--- config.mk ---
export PLATFORM = sky130hd
export DESIGN_NAME = xcvr_spi_slave
export DESIGN_NICKNAME = d
export VERILOG_FILES = /design/src/rtl/xcvr_spi_slave_pkg.sv /design/src/rtl/xcvr_spi_slave_fifo.sv /design/src/rtl/xcvr_spi_slave.sv
export SDC_FILE = /design/constraint.sdc
export NUM_CORES = 1
export LEC_CHECK = 0
export ABC_AREA = 0
export CAP_MARGIN = 0
export CORE_ASPECT_RATIO = 1.1
export CORE_MARGIN = 10
export CORE_UTILIZATION = 42
export DETAILED_ROUTE_END_ITERATION = 8
export SYNTH_ARGS = -nofsm -noshare
export SYNTH_HDL_FRONTEND = slang
export SYNTH_SLANG_ARGS = --single-unit
--- constraint.sdc ---
create_clock -name clk -period 6.5 [get_ports clk]
set_input_delay 0.65 -clock clk [delete_from_list [all_inputs] [get_ports clk]]
set_output_delay 0.65 -clock clk [all_outputs]
set_load 0.005 [all_outputs]
--- src/rtl/xcvr_spi_slave_pkg.sv ---
// Shared constants for the SPI slave transceiver and its FIFOs.
package xcvr_spi_slave_pkg;

    localparam int SYNC_STAGES   = 2;
    localparam int BITS_PER_BYTE = 8;
    localparam int BIT_COUNT_W   = $clog2(BITS_PER_BYTE);

endpackage

--- src/rtl/xcvr_spi_slave_fifo.sv ---
// Team Fifo: synchronous show-ahead FIFO; head reads as zero while empty.
module Fifo #(
    parameter int WIDTH      = 8,
    parameter int LOG2_DEPTH = 4
) (
    input  logic             clk,
    input  logic             rst,
    input  logic             push_i,
    input  logic [WIDTH-1:0] pushData_i,
    input  logic             pop_i,
    output logic [WIDTH-1:0] popData_o,
    output logic             empty_o,
    output logic             halfFull_o,
    output logic             full_o
);

    localparam int DEPTH = 1 << LOG2_DEPTH;
    localparam logic [LOG2_DEPTH:0] FULL_COUNT = (LOG2_DEPTH + 1)'(DEPTH);
    localparam logic [LOG2_DEPTH:0] HALF_COUNT = (LOG2_DEPTH + 1)'(DEPTH / 2);

    logic [WIDTH-1:0]      mem_q [DEPTH];
    logic [LOG2_DEPTH-1:0] wrPtr_q;
    logic [LOG2_DEPTH-1:0] rdPtr_q;
    logic [LOG2_DEPTH:0]   count_q;
    logic                  popOk;
    logic                  pushOk;

    // A push into a full FIFO is still taken when a pop frees a slot in the same cycle.
    assign popOk  = pop_i & ~empty_o;
    assign pushOk = push_i & (~full_o | popOk);

    assign empty_o    = (count_q == '0);
    assign full_o     = (count_q == FULL_COUNT);
    assign halfFull_o = (count_q >= HALF_COUNT);
    assign popData_o  = empty_o ? '0 : mem_q[rdPtr_q];

    always_ff @(posedge clk) begin
        if (pushOk) begin
            mem_q[wrPtr_q] <= pushData_i;
        end
    end

    always_ff @(posedge clk) begin
        if (rst) begin
            wrPtr_q <= '0;
            rdPtr_q <= '0;
            count_q <= '0;
        end else begin
            if (pushOk) begin
                wrPtr_q <= wrPtr_q + 1'b1;
            end
            if (popOk) begin
                rdPtr_q <= rdPtr_q + 1'b1;
            end
            case ({pushOk, popOk})
                2'b10:   count_q <= count_q + 1'b1;
                2'b01:   count_q <= count_q - 1'b1;
                default: ;
            endcase
        end
    end

endmodule

--- src/rtl/xcvr_spi_slave.sv ---
// SPI slave with TX/RX byte FIFOs, all four SPI modes, sticky overrun/underrun flags.
module xcvr_spi_slave
    import xcvr_spi_slave_pkg::*;
#(
    parameter int LOG2_DEPTH = 4
) (
    input  logic       clk,
    input  logic       rst,
    input  logic [7:0] dataIn,
    input  logic       write,
    input  logic       read,
    input  logic       cpol,
    input  logic       cpha,
    input  logic       clrErr,
    input  logic       sck,
    input  logic       mosi,
    input  logic       nCs,
    output logic       miso,
    output logic       misoEn,
    output logic       txDataPresent,
    output logic       txHalfFull,
    output logic       txFull,
    output logic       rxDataPresent,
    output logic       rxHalfFull,
    output logic       rxFull,
    output logic [7:0] dataOut,
    output logic       overrun,
    output logic       underrun
);

    localparam logic [BIT_COUNT_W-1:0] LAST_BIT = BIT_COUNT_W'(BITS_PER_BYTE - 1);

    logic [SYNC_STAGES-1:0]   sckSync_q, mosiSync_q, nCsSync_q;
    logic                     sckS, mosiS, nCsS;
    logic                     sckPrev_q, nCsPrev_q, armed_q, misoEn_q;
    logic [BITS_PER_BYTE-1:0] txShift_q, txShift_d, rxShift_q, rxShift_d;
    logic [BIT_COUNT_W-1:0]   bitCount_q, bitCount_d;
    logic                     loadPending_q, loadPending_d;
    logic                     firstByte_q, firstByte_d;
    logic                     rxPush_q, rxPush_d;
    logic                     overrun_q, underrun_q;

    logic                     selected, csFall;
    logic                     sckRise, sckFall, leadingEdge, trailingEdge;
    logic                     sampleEdge, shiftEdge, doLoad, txPop;
    logic [BITS_PER_BYTE-1:0] txHead, rxHead;
    logic                     txEmpty, txHalf, txFullInt;
    logic                     rxEmpty, rxHalf, rxFullInt;

    // nCs chain resets to "selected" so a frame already running at reset cannot arm the block.
    always_ff @(posedge clk) begin
        if (rst) begin
            sckSync_q  <= '0;
            mosiSync_q <= '0;
            nCsSync_q  <= '0;
        end else begin
            sckSync_q  <= {sckSync_q[SYNC_STAGES-2:0], sck};
            mosiSync_q <= {mosiSync_q[SYNC_STAGES-2:0], mosi};
            nCsSync_q  <= {nCsSync_q[SYNC_STAGES-2:0], nCs};
        end
    end

    assign sckS  = sckSync_q[SYNC_STAGES-1];
    assign mosiS = mosiSync_q[SYNC_STAGES-1];
    assign nCsS  = nCsSync_q[SYNC_STAGES-1];

    assign selected     = armed_q & ~nCsS;
    assign csFall       = armed_q & nCsPrev_q & ~nCsS;
    assign sckRise      = sckS & ~sckPrev_q;
    assign sckFall      = ~sckS & sckPrev_q;
    assign leadingEdge  = cpol ? sckFall : sckRise;
    assign trailingEdge = cpol ? sckRise : sckFall;
    assign sampleEdge   = selected & (cpha ? trailingEdge : leadingEdge);
    assign shiftEdge    = selected & (cpha ? leadingEdge : trailingEdge);

    // With cpha=0 the first byte must be on miso before the first edge, so it loads immediately.
    assign doLoad = selected & ~csFall & loadPending_q & (shiftEdge | (firstByte_q & ~cpha));
    assign txPop  = doLoad & ~txEmpty;

    always_comb begin
        txShift_d     = txShift_q;
        rxShift_d     = rxShift_q;
        bitCount_d    = bitCount_q;
        loadPending_d = loadPending_q;
        firstByte_d   = firstByte_q;
        rxPush_d      = 1'b0;
        if (csFall) begin
            bitCount_d    = '0;
            loadPending_d = 1'b1;
            firstByte_d   = 1'b1;
        end else begin
            if (doLoad) begin
                txShift_d     = txEmpty ? '0 : txHead;
                loadPending_d = 1'b0;
                firstByte_d   = 1'b0;
            end else if (shiftEdge) begin
                txShift_d = {txShift_q[BITS_PER_BYTE-2:0], 1'b0};
            end
            if (sampleEdge) begin
                rxShift_d  = {rxShift_q[BITS_PER_BYTE-2:0], mosiS};
                bitCount_d = bitCount_q + 1'b1;
                if (bitCount_q == LAST_BIT) begin
                    rxPush_d      = 1'b1;
                    loadPending_d = 1'b1;
                end
            end
        end
    end

    always_ff @(posedge clk) begin
        if (rst) begin
            sckPrev_q     <= 1'b0;
            nCsPrev_q     <= 1'b0;
            armed_q       <= 1'b0;
            misoEn_q      <= 1'b0;
            txShift_q     <= '0;
            rxShift_q     <= '0;
            bitCount_q    <= '0;
            loadPending_q <= 1'b0;
            firstByte_q   <= 1'b0;
            rxPush_q      <= 1'b0;
            overrun_q     <= 1'b0;
            underrun_q    <= 1'b0;
        end else begin
            sckPrev_q     <= sckS;
            nCsPrev_q     <= nCsS;
            if (nCsS) begin
                armed_q <= 1'b1;
            end
            misoEn_q      <= selected;
            txShift_q     <= txShift_d;
            rxShift_q     <= rxShift_d;
            bitCount_q    <= bitCount_d;
            loadPending_q <= loadPending_d;
            firstByte_q   <= firstByte_d;
            rxPush_q      <= rxPush_d;
            overrun_q     <= (rxPush_q & rxFullInt & ~read) | (overrun_q & ~clrErr);
            underrun_q    <= (doLoad & txEmpty) | (underrun_q & ~clrErr);
        end
    end

    Fifo #(
        .WIDTH      (BITS_PER_BYTE),
        .LOG2_DEPTH (LOG2_DEPTH)
    ) txFifo (
        .clk        (clk),
        .rst        (rst),
        .push_i     (write),
        .pushData_i (dataIn),
        .pop_i      (txPop),
        .popData_o  (txHead),
        .empty_o    (txEmpty),
        .halfFull_o (txHalf),
        .full_o     (txFullInt)
    );

    Fifo #(
        .WIDTH      (BITS_PER_BYTE),
        .LOG2_DEPTH (LOG2_DEPTH)
    ) rxFifo (
        .clk        (clk),
        .rst        (rst),
        .push_i     (rxPush_q),
        .pushData_i (rxShift_q),
        .pop_i      (read),
        .popData_o  (rxHead),
        .empty_o    (rxEmpty),
        .halfFull_o (rxHalf),
        .full_o     (rxFullInt)
    );

    assign miso          = txShift_q[BITS_PER_BYTE-1];
    assign misoEn        = misoEn_q;
    assign txDataPresent = ~txEmpty;
    assign txHalfFull    = txHalf;
    assign txFull        = txFullInt;
    assign rxDataPresent = ~rxEmpty;
    assign rxHalfFull    = rxHalf;
    assign rxFull        = rxFullInt;
    assign dataOut       = rxHead;
    assign overrun       = overrun_q;
    assign underrun      = underrun_q;

endmodule

==> flow_summary.json, run 1 <==
{
  "finalWirelength_um": 25700,
  "worst_ep_required_time_ps": 5850,
  "grt-ovfl-total": 0,
  "track_usage": 0.133,
  "intPower_mw": 3.41,
  "hold_start": "nCsSync_q[0]",
  "ys_seq_area_frac": 0.689,
  "r2r-start": "nCsPrev_q",
  "final_area_um2": 15000,
  "rsz0062_at_grt": "no",
  "clock.fmax_mhz": 265,
  "grt_pass1_wl_um": 40700,
  "hold_violations": 0,
  "finalCoreUtilization": 0.489,
  "drive_above_1_share": 0.163,
  "rows": 67,
  "outcome": "completed",
  "critPathLaunchType": "flip-flop",
  "p_comb_frac": 0.020,
  "fp.dieW_um": 189,
  "report.final.slew_viol_count": 0,
  "ys_ff_latch": 324,
  "drt_iter0_drc": 399,
  "synth_fp_nets": 834,
  "wl_per_cell_um": 20.1,
  "finalSetupTns_ps": 0,
  "clockRootBuffer": "clkbuf_16",
  "worst-path-max-fanout": 32,
  "ys_top_cells_by_area": "edfxtp_1 59%, dfxtp_1 10%, mux4_2 9.9%",
  "fin_cells": 1275,
  "pre_cts_slack_ps": 2680,
  "critPathArrivalTime_ps": 3120,
  "ios": 36,
  "start_util": 0.428,
  "synthFlopType": "edfxtp_1",
  "setup_ws_ps": 2730,
  "cap_violations": 0,
  "cts_tree": "yes",
  "cts-buffers-inserted": 35,
  "grt_max_degree": 54,
  "reg2reg_depth": 10,
  "antenna_found_initial": 0,
  "p_per_area_nw_per_um2": 283,
  "n_antenna_cell": 0,
  "drtAntennaViolNets": 0,
  "cts.sinks": 324,
  "grt_pass1_vias": 6996,
  "synth_top_area_cell": "edfxtp_1",
  "cts_resized": 0,
  "irDropWorstVdd_mv": 0.227,
  "syn_inst": 795,
  "p_switching_mw": 0.828,
  "fin_worst_skew_ps": 24.7,
  "die-area_um2": 38800,
  "slew_headroom": 0.379,
  "worst_slew_pin_slew_ps": 928,
  "seqPwrFrac": 0.529,
  "synth_edf_count": 256,
  "hpwl_um": 16800,
  "syn_area_per_cell_um2": 16.5,
  "nets": 877,
  "area.growth.synth_to_final_pct": 14.1,
  "port_buffers": 35,
  "switching_share": 0.195,
  "drc": 0,
  "cts_setup_buffers": 0,
  "power_frac_clock": 0.451,
  "die_h_um": 206,
  "vias_per_cell": 5.31,
  "synth_most_common_cell": "edfxtp_1",
  "drtPass1Iterations": 6,
  "syn_area_um2": 13100,
  "fillers": 2638,
  "ctsHtreeMaxLevel": 2,
  "hold_path.class": "flip-flop to flip-flop",
  "setup_viol": 0,
  "dp.cells": 1215,
  "netlist-cell-type-count": 60,
  "holdWs_ps": 434,
  "synth_top_area_share": 0.585,
  "holdBufCountCts": 0,
  "min_path_cells": 1,
  "worstSkewPairLatency_ps": 520,
  "crit_type": "flip-flop to output port",
  "leakagePower_nw": 4.93,
  "yosysWarningCount": 0,
  "gp_congestion": 0.775,
  "fin_crit_sh": 0.580,
  "num_vias": 6769,
  "min_period_ps": 3770,
  "clkTransAtPathRegs_ps": 60,
  "place_area_um2": 13900,
  "core_um2": 30700,
  "critPathCaptureType": "output port",
  "clock_path_buffers": 3,
  "power_mw": 4.24,
  "ys_async_sr_fraction": 0,
  "synth_common_cells": "256 x edfxtp_1, 68 x dfxtp_1, 58 x mux4_2, 51 x nor2_1, 32 x nand2_1"
}
-- routing by layer --
layer,GRT usage,up-vias,routed length [um]
met4,0.0360,0,476
met3,0.0262,40,1150
met1,0.161,3438,10800
met2,0.239,119,13300
met5,0,-,0
li1,-,3172,-
-- flip-flops by register name, indices dropped and copies added (netlist names), 4 cells and up, named ones only --
signal          count
rxFifo.rdPtr_q      4
txFifo.rdPtr_q      4
txShift_q           8
rxFifo.count_q      5
txFifo.count_q      5
rxFifo.mem_q      128
txFifo.mem_q      128
rxShift_q           8
rxFifo.wrPtr_q      4
txFifo.wrPtr_q      4
-- worst max-delay path, stage by stage (launching register included) --
cell and delay [ps]:
dfxtp_2 310, buf_4 510, mux4_2 610, mux4_2 500, and2_1 180, clkdlybuf4s50_1 450
-- cell type report --
cell class | instances | area [um2] | area share
timing repair buffer | 41 | 390 | 0.0260
tap | 414 | 518 | 0.0346
multi-input combinational | 422 | 3880 | 0.259
clock inverter | 11 | 146 | 0.00977
sequential | 324 | 9050 | 0.604
inverter | 14 | 52.6 | 0.00351
clock buffer | 49 | 950 | 0.0634
-- power groups by stage --
stage	clock network, mW	logic, mW	registers [mW]
after floorplan	0	0.0469	2.28
after global placement	0	0.0875	2.29
after detailed placement	0	0.0879	2.29
after CTS	1.96	0.0885	2.24
after global routing	2.04	0.0955	2.24
final	1.91	0.0866	2.24
-- kinds of logic (layout without fill, tap and decap cells) --
| logic type | after synthesis | in the layout | share of synthesized area |
|---|---|---|---|
| multiplexers | 102 | 102 | 0.135 |
| adder cells (fa/ha/maj) | 21 | 21 | 0.0211 |
| AND/OR/NAND/NOR | 196 | 196 | 0.0803 |
| XOR/XNOR | 17 | 17 | 0.0128 |
| buffers and inverters | 49 | 115 | 0.0159 |
| AO/OA/AOI/OAI | 86 | 86 | 0.0464 |
| flip-flops | 324 | 324 | 0.689 |
-- cell usage in the layout, fill, tap and decap left out, drive strengths merged, types with 6 or more instances in the layout --
| master | count |
|---|---|
| edfxtp | 256 |
| dfxtp | 68 |
| mux4 | 58 |
| nor2 | 51 |
| clkbuf | 49 |
| clkdlybuf4s50 | 34 |
| nand2 | 32 |
| mux2i | 26 |
| and2 | 24 |
| nor2b | 21 |
| ha | 19 |
| mux2 | 18 |
| a21oi | 16 |
| o21ai | 15 |
| nand3 | 15 |
| inv | 15 |
| and3 | 12 |
| a31oi | 11 |
| or3 | 10 |
| a21o | 10 |
| xor2 | 10 |
| a211oi | 8 |
| xnor2 | 7 |
| o22ai | 7 |
| a2111oi | 7 |
| buf | 7 |
| clkinv | 7 |
| nand2b | 6 |
-- path summary, 6_finish.rpt --
kind,slack (ps),to
min,430,nCsSync_q[1]
max reg2reg,3180,txFifo.count_q[4]
min reg2reg,430,nCsSync_q[1]
max,2730,dataOut[4]
Note: power is estimated with default switching activity, not from simulation.
==> run 2: changes to the inputs <==
==> constraint.sdc (replaced) <==
create_clock -name clk -period 3.45 [get_ports clk]
set_input_delay 0.345 -clock clk [delete_from_list [all_inputs] [get_ports clk]]
set_output_delay 0.345 -clock clk [all_outputs]
set_load 0.005 [all_outputs]
==> run 2 against run 1 <==
Core utilization increased by 0.73 points; sequential share of layout area decreased by 0.89 points; count of clock-buffer cells in the layout decreased by 1; die area did not move; first-iteration DRC count increased by 6.0%; combinational power rose by 99%; worst setup slack got worse by 2600 ps.
==> flow_summary.json, run 2 (synthesis results as in run 1) <==
{
  "critPathCaptureType": "output port",
  "slew_headroom": 0.382,
  "fillers": 2615,
  "seqPwrFrac": 0.513,
  "rows": 67,
  "critPathLaunchType": "flip-flop",
  "nets": 891,
  "rsz0062_at_grt": "no",
  "grt_max_degree": 36,
  "die_h_um": 206,
  "n_antenna_cell": 0,
  "setup_ws_ps": 175,
  "place_area_um2": 14000,
  "finalWirelength_um": 26200,
  "finalSetupTns_ps": 0,
  "gp_congestion": 0.761,
  "intPower_mw": 6.63,
  "power_frac_clock": 0.467,
  "leakagePower_nw": 5.14,
  "grt_pass1_wl_um": 42000,
  "p_per_area_nw_per_um2": 542,
  "fin_crit_sh": 0.949,
  "grt_pass1_vias": 7139,
  "holdBufCountCts": 0,
  "ios": 36,
  "finalCoreUtilization": 0.496,
  "num_vias": 6806,
  "min_period_ps": 3280,
  "cts_setup_buffers": 0,
  "vias_per_cell": 5.26,
  "hold_violations": 0,
  "report.final.slew_viol_count": 0,
  "hpwl_um": 17300,
  "p_comb_frac": 0.021,
  "hold_path.class": "input port to flip-flop",
  "drtPass1Iterations": 4,
  "cts.sinks": 324,
  "core_um2": 30700,
  "setup_viol": 0,
  "final_area_um2": 15200,
  "track_usage": 0.137,
  "drc": 0,
  "reg_top3": "rxFifo.mem_q: 128 flops, txFifo.mem_q: 128 flops",
  "cts_resized": 0,
  "outcome": "completed",
  "port_buffers": 35,
  "regArea_um2": 9050,
  "pre_cts_slack_ps": 212,
  "holdWs_ps": 259,
  "p_switching_mw": 1.62,
  "clockRootBuffer": "clkbuf_16",
  "worstSkewPairLatency_ps": 520,
  "drtAntennaViolNets": 0,
  "switching_share": 0.196,
  "die-area_um2": 38800,
  "clkTransAtPathRegs_ps": 60,
  "drive_above_1_share": 0.186,
  "worst-path-max-fanout": 29,
  "start_util": 0.428,
  "clock_path_buffers": 3,
  "fp.dieW_um": 189,
  "multiInputGateArea_um2": 3880,
  "worst_slew_pin_slew_ps": 927,
  "irDropWorstVdd_mv": 0.428,
  "worst_ep_required_time_ps": 3110,
  "area.growth.synth_to_final_pct": 15.8,
  "ctsHtreeMaxLevel": 2,
  "clock.fmax_mhz": 305,
  "final_common_cell": "edfxtp_1",
  "final_cell_mix": "256 x edfxtp_1, 66 x dfxtp_1, 58 x mux4_2",
  "cts-buffers-inserted": 36,
  "fin_worst_skew_ps": 16.6,
  "wl_per_cell_um": 20.2,
  "critPathArrivalTime_ps": 2930,
  "antenna_found_initial": 0,
  "cts_tree": "yes",
  "drt_iter0_drc": 423,
  "cap_violations": 0,
  "grt-ovfl-total": 0,
  "crit_type": "flip-flop to output port"
}
## run 2: changes by cell type in the layout (fill, tap and decap cells not counted), sizes merged
cell    before  now
buf          7   20
bufinv       3    4
clkbuf      49   48
clkinv       7   13
## run 2: metal layers
layer,share of wire,track usage,up-vias
li1,-,-,3205
met1,0.43,0.174,3438
met2,0.51,0.238,136
met3,0.040,0.0240,27
met4,0.013,0.0340,0
met5,0,0,-
## run 2: worst paths after layout
kind / start / end / slack [ps] / cells past startpoint
worst min-delay path: rst / rxShift_q[5] / 260 / 2
worst max register to register: rxFifo.count_q[0] / rxFifo.count_q[4] / 570 / 10
worst min register to register: sckSync_q[0] / sckSync_q[1] / 440 / 1
worst max-delay path: flip-flop / dataOut[4] / 170 / 5
## run 2: worst max-delay path, stage by stage (launching register included)
cell,delay (ps)
dfxtp_2,420
buf_12,280
mux4_2,560
mux4_2,510
and2_1,180
clkdlybuf4s50_1,450
## run 2: layout make-up
cell class,instances,area share
clock buffer,48,0.0655
clock inverter,18,0.0141
inverter,14,0.00345
multi-input combinational,422,0.255
sequential,324,0.595
tap,414,0.0340
timing repair buffer,54,0.0329
## run 2: stage by stage
stage / cells / total power [mW]
detailed placement: 1228 / 4.48
global placement: 1228 / 4.48
CTS: 1294 / 8.34
global route: 1294 / 8.53
finish: 1294 / 8.25
floorplan: 795 / 4.39
## run 2: power groups by stage
stage	Clock [mW]	Sequential, mW	Combinational [mW]
floorplan	0	4.30	0.0883
global placement	0	4.31	0.173
detailed placement	0	4.31	0.175
CTS	3.94	4.23	0.175
global route	4.11	4.23	0.190
finish	3.85	4.23	0.172
